<file path="src/rtl/nibble_serial_adder.sv">
// rtl/nibble_serial_adder.sv - multi-precision adder streaming operands through one 4-bit carry-skip slice

// 4-bit carry-skip slice: ripple sum, with the carry-out bypassed when every bit propagates
module nibble_carry_skip_slice (
  input  logic [3:0] a_i,
  input  logic [3:0] b_i,
  input  logic       c_i,
  output logic [3:0] s_o,
  output logic       c_o,
  output logic       p_o
);

  logic [3:0] prop;
  logic [3:0] gen;
  logic [4:0] rc;

  assign prop  = a_i ^ b_i;
  assign gen   = a_i & b_i;
  assign rc[0] = c_i;
  assign rc[1] = gen[0] | (prop[0] & rc[0]);
  assign rc[2] = gen[1] | (prop[1] & rc[1]);
  assign rc[3] = gen[2] | (prop[2] & rc[2]);
  assign rc[4] = gen[3] | (prop[3] & rc[3]);

  assign s_o = prop ^ rc[3:0];
  assign p_o = &prop;
  // When all four bits propagate the incoming carry passes straight through
  assign c_o = p_o ? c_i : rc[4];

endmodule

module nibble_serial_adder #(
  parameter int WIDTH = 16
) (
  input  logic                           clk,
  input  logic                           rst,
  input  logic                           in_valid,
  output logic                           in_ready,
  input  logic [WIDTH-1:0]               a,
  input  logic [WIDTH-1:0]               b,
  input  logic                           cin,
  output logic                           out_valid,
  input  logic                           out_ready,
  output logic [WIDTH-1:0]               sum,
  output logic                           cout,
  output logic [$clog2(WIDTH/4+1)-1:0]   skip_cnt
);

  localparam int NIB = WIDTH / 4;
  localparam int SW  = $clog2(NIB + 1);

  generate
    if ((WIDTH % 4) != 0 || WIDTH < 4) begin : g_bad_width
      $error("nibble_serial_adder: WIDTH must be a multiple of 4 and at least 4");
    end
  endgenerate

  typedef enum logic [1:0] {
    ST_IDLE = 2'd0,
    ST_ADD  = 2'd1,
    ST_DONE = 2'd2
  } state_t;

  state_t           state_q, state_d;
  logic [WIDTH-1:0] a_q, a_d;
  logic [WIDTH-1:0] b_q, b_d;
  logic [WIDTH-1:0] acc_q, acc_d;
  logic             carry_q, carry_d;
  logic [SW-1:0]    cnt_q, cnt_d;
  logic [SW-1:0]    skip_q, skip_d;
  logic [WIDTH-1:0] sum_q, sum_d;
  logic             cout_q, cout_d;
  logic [SW-1:0]    skip_out_q, skip_out_d;

  logic [3:0]       nib_s;
  logic             nib_c;
  logic             nib_p;
  logic [WIDTH+3:0] acc_ext;

  nibble_carry_skip_slice u_slice (
    .a_i (a_q[3:0]),
    .b_i (b_q[3:0]),
    .c_i (carry_q),
    .s_o (nib_s),
    .c_o (nib_c),
    .p_o (nib_p)
  );

  // New sum nibble enters at the MSB end so the LSB nibble lands at bit 0 after the last step
  assign acc_ext = {nib_s, acc_q};

  assign sum      = sum_q;
  assign cout     = cout_q;
  assign skip_cnt = skip_out_q;

  // Next-state logic and handshake outputs
  always_comb begin
    state_d    = state_q;
    a_d        = a_q;
    b_d        = b_q;
    acc_d      = acc_q;
    carry_d    = carry_q;
    cnt_d      = cnt_q;
    skip_d     = skip_q;
    sum_d      = sum_q;
    cout_d     = cout_q;
    skip_out_d = skip_out_q;
    in_ready   = 1'b0;
    out_valid  = 1'b0;

    case (state_q)
      ST_IDLE: begin
        in_ready = 1'b1;
        if (in_valid) begin
          a_d     = a;
          b_d     = b;
          carry_d = cin;
          cnt_d   = '0;
          skip_d  = '0;
          state_d = ST_ADD;
        end
      end
      ST_ADD: begin
        acc_d   = acc_ext[WIDTH+3:4];
        a_d     = a_q >> 4;
        b_d     = b_q >> 4;
        carry_d = nib_c;
        cnt_d   = cnt_q + SW'(1);
        skip_d  = skip_q + SW'(nib_p);
        if (cnt_q == SW'(NIB - 1)) begin
          // Results are published only once complete, so outputs never show partial sums
          sum_d      = acc_ext[WIDTH+3:4];
          cout_d     = nib_c;
          skip_out_d = skip_q + SW'(nib_p);
          state_d    = ST_DONE;
        end
      end
      ST_DONE: begin
        out_valid = 1'b1;
        if (out_ready) begin
          state_d = ST_IDLE;
        end
      end
      default: begin
        state_d = ST_IDLE;
      end
    endcase
  end

  // State and datapath registers
  always_ff @(posedge clk or posedge rst) begin
    if (rst) begin
      state_q    <= ST_IDLE;
      a_q        <= '0;
      b_q        <= '0;
      acc_q      <= '0;
      carry_q    <= 1'b0;
      cnt_q      <= '0;
      skip_q     <= '0;
      sum_q      <= '0;
      cout_q     <= 1'b0;
      skip_out_q <= '0;
    end else begin
      state_q    <= state_d;
      a_q        <= a_d;
      b_q        <= b_d;
      acc_q      <= acc_d;
      carry_q    <= carry_d;
      cnt_q      <= cnt_d;
      skip_q     <= skip_d;
      sum_q      <= sum_d;
      cout_q     <= cout_d;
      skip_out_q <= skip_out_d;
    end
  end

endmodule

</file>
<file path="config.mk">
export PLATFORM = sky130hd
export DESIGN_NAME = nibble_serial_adder
export DESIGN_NICKNAME = d
export VERILOG_FILES = /design/src/rtl/nibble_serial_adder.sv
export SDC_FILE = /design/constraint.sdc
export NUM_CORES = 1
export LEC_CHECK = 0
export ABC_AREA = 1
export CELL_PAD_IN_SITES_DETAIL_PLACEMENT = 0
export CELL_PAD_IN_SITES_GLOBAL_PLACEMENT = 1
export CORE_ASPECT_RATIO = 1.75
export CORE_MARGIN = 2
export CORE_UTILIZATION = 30
export DETAILED_ROUTE_END_ITERATION = 12
export PLACE_DENSITY = 0.64
export SYNTH_ARGS = -nofsm -noshare
export SYNTH_HDL_FRONTEND = slang
export SYNTH_SLANG_ARGS = --single-unit
</file>
<file path="constraint.sdc">
create_clock -name clk -period 4.9 [get_ports clk]
set_input_delay 0.98 -clock clk [delete_from_list [all_inputs] [get_ports clk]]
set_output_delay 0.98 -clock clk [all_outputs]
set_load 0.03 [all_outputs]
</file>
; ---- Yosys cells after proc, flatten, opt, wreduce, memory -nomap -nowiden
; Index checks and enable logic that the tools add are counted.
[classes]
addsub = 2
n_mul = 0
div = 0
order_cmp = 0
eq_ne = 6
shifts = 0
mux = 16
bitwise = 11
reduce_logical = 6
[ops]
columns = cell, count
row1 = $pmux W16 S2, 2
row2 = $mux W16, 2
row3 = $pmux W3 S2, 2
row4 = $xor A4 B4 Y4, 2
row5 = $mux W2, 3
row6 = $ne A2 B2 Y1 const B, 3
row7 = $pmux W2 S3, 1
row8 = $and A1 B1 Y1, 4
row9 = $and A4 B4 Y4, 1
row10 = $mux W1, 4
row11 = $or A1 B1 Y1, 4
row12 = $reduce_and A2 Y1, 2
row13 = $reduce_and A4 Y1, 1
row14 = $add A3 B1 Y3, 1
row15 = $add A3 B1 Y3 const B, 1
row16 = $eq A3 B2 Y1 const B, 1
row17 = $mux W3, 1
row18 = $reduce_and A3 Y1, 1
row19 = $eq A2 B1 Y1 const B, 1
row20 = $eq A2 B2 Y1 const B, 1
row21 = $logic_not A2 Y1, 1
row22 = $pmux W1 S2, 1
row23 = $reduce_bool A2 Y1, 1
[word_totals]
ff_bits = 77
latchBits = 0
ram_bits = 0
mem_bits_ro = 0
in_bits = 37
out_inout_bits = 22
word_cells = 51
n_memories = 0

; ---- Longest topological paths before layout
[depth]
ltp_word = 11
ltp_mapped = 11

; ---- By module
; A second synthesis with hierarchy kept.
[hier_totals]
cells_unflattened = 430
hier_area_um2 = 3507.1
[by_module_without_submodules]
columns = mod, instances, cells_per_inst, area_per_inst_um2
row1 = nibble_serial_adder, 1, 406, 3313.2
row2 = nibble_carry_skip_slice, 1, 24, 193.9

; ---- Worst setup path after synthesis
; OpenSTA, ideal clock, no wires.
[synth_timing]
path_kind = register to register
startpoint = reg a_q[0]
endpoint = reg acc_q[15]
setup_time_ps = 83
arrival_ps = 2016
path_slack_ps = 2801
stages_incl_launch_ff = 9
path_buffers = 0
cell_sequence = dfrtp_1 > inv_1 > fa_1 > inv_1 > fa_1 > fa_1 > inv_1 > fa_1 > o21ai_0
[synth_via]
elab_chain_len = 8
[synth_rtl]
columns = item, line_no
row1 = from (decl), 65  ; logic [WIDTH-1:0] a_q, a_d;
row2 = from (signal assigned), 154  ; a_q <= '0;
row3 = from (signal assigned), 165  ; a_q <= a_d;
row4 = $xor A4 B4 Y4, 17  ; assign prop = a_i ^ b_i;
row5 = $and A1 B1 Y1, 20  ; assign rc[1] = gen[0] | (prop[0] & rc[0]);
row6 = $or A1 B1 Y1 (*), 20
row7 = $and A1 B1 Y1 (*), 21  ; assign rc[2] = gen[1] | (prop[1] & rc[1]);
row8 = $or A1 B1 Y1 (*), 21
row9 = $and A1 B1 Y1 (*), 22  ; assign rc[3] = gen[2] | (prop[2] & rc[2]);
row10 = $or A1 B1 Y1 (*), 22
row11 = $xor A4 B4 Y4 (*), 25  ; assign s_o = prop ^ rc[3:0];
row12 = to (signal assigned), 156  ; acc_q <= '0;
row13 = to (signal assigned), 167  ; acc_q <= acc_d;
row14 = to (decl), 67  ; logic [WIDTH-1:0] acc_q, acc_d;
; Every way passes the cells marked *; elsewhere a longest branch is shown, timed or not.
; A chain may end at the register's enable or synchronous reset.

; ---- Worst setup path after layout
[layout_timing]
startpoint = reg state_q[0]
endpoint = out in_ready
[layout_via]
elab_chain_len = 2
[layout_rtl]
columns = item, line_no
row1 = from (decl), 64  ; state_t state_q, state_d;
row2 = from (signal assigned), 164  ; state_q <= state_d;
row3 = $logic_not A2 Y1, 111  ; case (state_q)
row4 = $mux W1, 111
row5 = to (decl), 38  ; output logic in_ready,
; No other way between the ends.

==> results_dict.tcl <==
set metrics [dict create \
    p_sw_share_pct 40.2 \
    cpMaxStageDelayCell "clkdlybuf4s50_1" \
    yosysSeqAreaShare_pct 56.3 \
    drt-total-wl_um 7220 \
    finClkSkew_ns 0.00593 \
    start_util_pct 30.5 \
    worstPathArrival_ns 1.94 \
    crit_required_ns 3.92 \
    path_delay_family "buffers and inverters" \
    start_kind "flip-flop" \
    drv_cap 0 \
    path_cells "nor2_2 > clkdlybuf4s50_1" \
    synth_cells 346 \
    cts_setup_buffers 0 \
    setup_viol 0 \
    overflow 0 \
    max_slew.worst_pin.slew_ns 1.08 \
    htreeDepth 3 \
    die_area_sq_um 11700 \
    num_vias 2438 \
    rsz0062_at_grt "false" \
    syn_to_final_growth_pct 29.6 \
    timing.setup.tns_ns 0 \
    cp_max_fo 10 \
    synth_edf_count 0 \
    end_kind "output port" \
    cts_buffers 9 \
    fp.coreArea_sq_um 10600 \
    port-buffer-count 58 \
    drive_gt1_share_pct 9.45 \
    fin_crit_ns 2.92 \
    cts.repair.resized 0 \
    switching_power_mw 1.21 \
    synthTopCellsByArea "dfrtp_1, nand2_1, o21ai_0, o21ai_2, nor2_1" \
    routedWlPerCell_um 13.6 \
    syn_nets 395 \
    peakVddDrop_uv 248 \
    antenna_found_initial 0 \
    io-pin-count 59 \
    p_leak_nw 1.93 \
    yosysTopAreaCell "dfrtp_1" \
    routabilityCongestion 0.759 \
    nNetsFinal 446 \
    crit_buf_inv 1 \
    synth_seq_cells 73 \
    drt_iter0_drc 123 \
    cts_tree "yes" \
    ys.flop_type "dfrtp_1" \
    fmax_mhz 343 \
    path_clk_slew_ns 0.06 \
    routed_via_density 4.58 \
    grt_pass1_wl_um 12300 \
    final-max-slew-violation-count 0 \
    status "completed" \
    ys_types 24 \
    dpl.hpwl_um 5110 \
    slowest_delay_ns 0.76 \
    grt_usage_pct 13.9 \
    synth_top_area_share_pct 56.3 \
    intPower_mw 1.80 \
    hold_viol 0 \
    clkPwrFrac_pct 23.8 \
    die_h_um 142 \
    die_w_um 82.6 \
    rows 50 \
    hold_class "flip-flop to flip-flop" \
    syn_area_sq_um 3250 \
    min_period_over_period_pct 59.5 \
    power_density_nw_per_um2 714 \
    cts_hold_buffers 0 \
    async_flop_share_pct 100 \
    num_antenna_cells 0 \
    critical_path_class "flip-flop to output port" \
    drc_errors 0 \
    slew_headroom_pct 28.2 \
    seq_power_share_pct 34.1 \
    insertion_delay_ns 0.33 \
    clock_sinks 73 \
    cts_root_buffer "clkbuf_16" \
    syn_area_per_cell_sq_um 9.38 \
    clockBufferDepth 2 \
    grt_max_degree 52 \
    combinationalPowerShare_pct 42.0 \
    ys_warn_count 0 \
    ant_nets 0 \
    drt_pass1_iterations 4 \
    fin_total_pwr_mw 3.01 \
    grt_pass1_vias 2587 \
]
## cells in the final DEF (no fill, tap or decap)
cell type	instances
ha_1	8
nor2_2	1
clkbuf_8	2
dfrtp_1	73
clkinv_2	2
o22ai_1	5
o21ai_0	41
nand3_1	14
o31ai_1	1
clkinvlp_4	1
o21bai_1	1
nand2_1	85
xnor2_1	1
clkdlybuf4s50_1	58
nand2_4	1
nor2_1	29
o21ai_1	20
inv_1	22
buf_4	1
bufinv_16	2
nand2_2	2
clkbuf_16	9
inv_2	3
a22o_1	1
o21ai_2	14
a21oi_1	1
fa_1	4
## per-stage QoR
stage / instance area [sq um] / cells / worst slack, ns / util (%) / hold slack (ns)
final: 4210 / 532 / 1.98 / 39.6 / 0.465
after global routing: 4210 / 532 / 1.86 / 39.6 / 0.496
after CTS: 4210 / 532 / 1.93 / 39.6 / 0.467
after detailed placement: 3880 / 516 / 1.84 / 36.4 / 0.453
after global placement: 3880 / 516 / 1.89 / 36.4 / 0.449
after floorplan: 3250 / 346 / 2.07 / - / 0.437
## power by group through the flow
stage	clock, mW	combinational [mW]	sequential (mW)
after floorplan	0	0.824	1.13
after global placement	0	1.27	1.03
after detailed placement	0	1.30	1.04
after CTS	0.729	1.30	1.03
after global routing	0.759	1.46	1.06
final	0.716	1.26	1.03
## state kept, by name, indices dropped and copies added, names as in the netlist
signal / cells
a_q: 16
acc_q: 12
b_q: 16
carry_q: 1
cnt_q: 3
cout: 1
skip_cnt: 3
skip_q: 3
state_q: 2
sum: 16
## logic make-up (layout without fill, tap and decap cells)
group / count (synthesis) / in the layout / synth area share, %
flops: 73 / 73 / 56.3
compound gates: 84 / 84 / 15.0
xor+xnor: 1 / 1 / 0.270
buf+inv: 44 / 100 / 6.63
fa+ha+maj: 12 / 12 / 5.55
simple gates: 132 / 132 / 16.3
## worst paths after layout
kind | start | to | slack (ns) | cells after the start
max | state_q[0] | in_ready | 1.98 | 2
min | a_q[13] | a_q[13] | 0.47 | 2
max reg2reg | a_q[0] | acc_q[15] | 2.63 | 8
min reg2reg | a_q[13] | a_q[13] | 0.47 | 2
max in group asynchronous | rst | a_q[0] | 2.78 | 3
min in group asynchronous | rst | sum[6] | 1.23 | 2
## routing by layer
| metal | GRT usage [%] | vias to the layer above | share of wire [%] |
|---|---|---|---|
| met3 | 3.31 | 7 | 3.6 |
| met5 | 0 | - | 0 |
| met4 | 4.66 | 0 | 1.3 |
| li1 | - | 1222 | - |
| met2 | 25.2 | 43 | 56 |
| met1 | 15.6 | 1166 | 39 |
## cell type report
type                            instances  area [sq um]
Timing Repair Buffer                   59           588
Clock inverter                          5          77.6
Multi-Input combinational cell        229          1200
Sequential cell                        73          1830
Tap cell                              130           163
Fill cell                            1121          6430
Inverter                               25          93.8
Clock buffer                           11           253
## cell usage after synthesis (2+ instances only)
master,instances
o21ai_0,41
buf_6,3
clkbuf_1,6
buf_4,6
ha_1,8
o21ai_2,14
nor2_1,29
nand2_1,85
o22ai_1,5
nand3_1,14
inv_1,23
nand2_2,2
inv_2,2
o21ai_1,20
dfrtp_1,73
fa_1,4
buf_2,4
## tightest hold or removal path: cells and delay by family, from the launching register on
family / cells / cell delay [ns]
DFF: 1 / 0.34
and+or+nand+nor: 2 / 0.10
No activity file was read; power rests on OpenSTA's default activity.
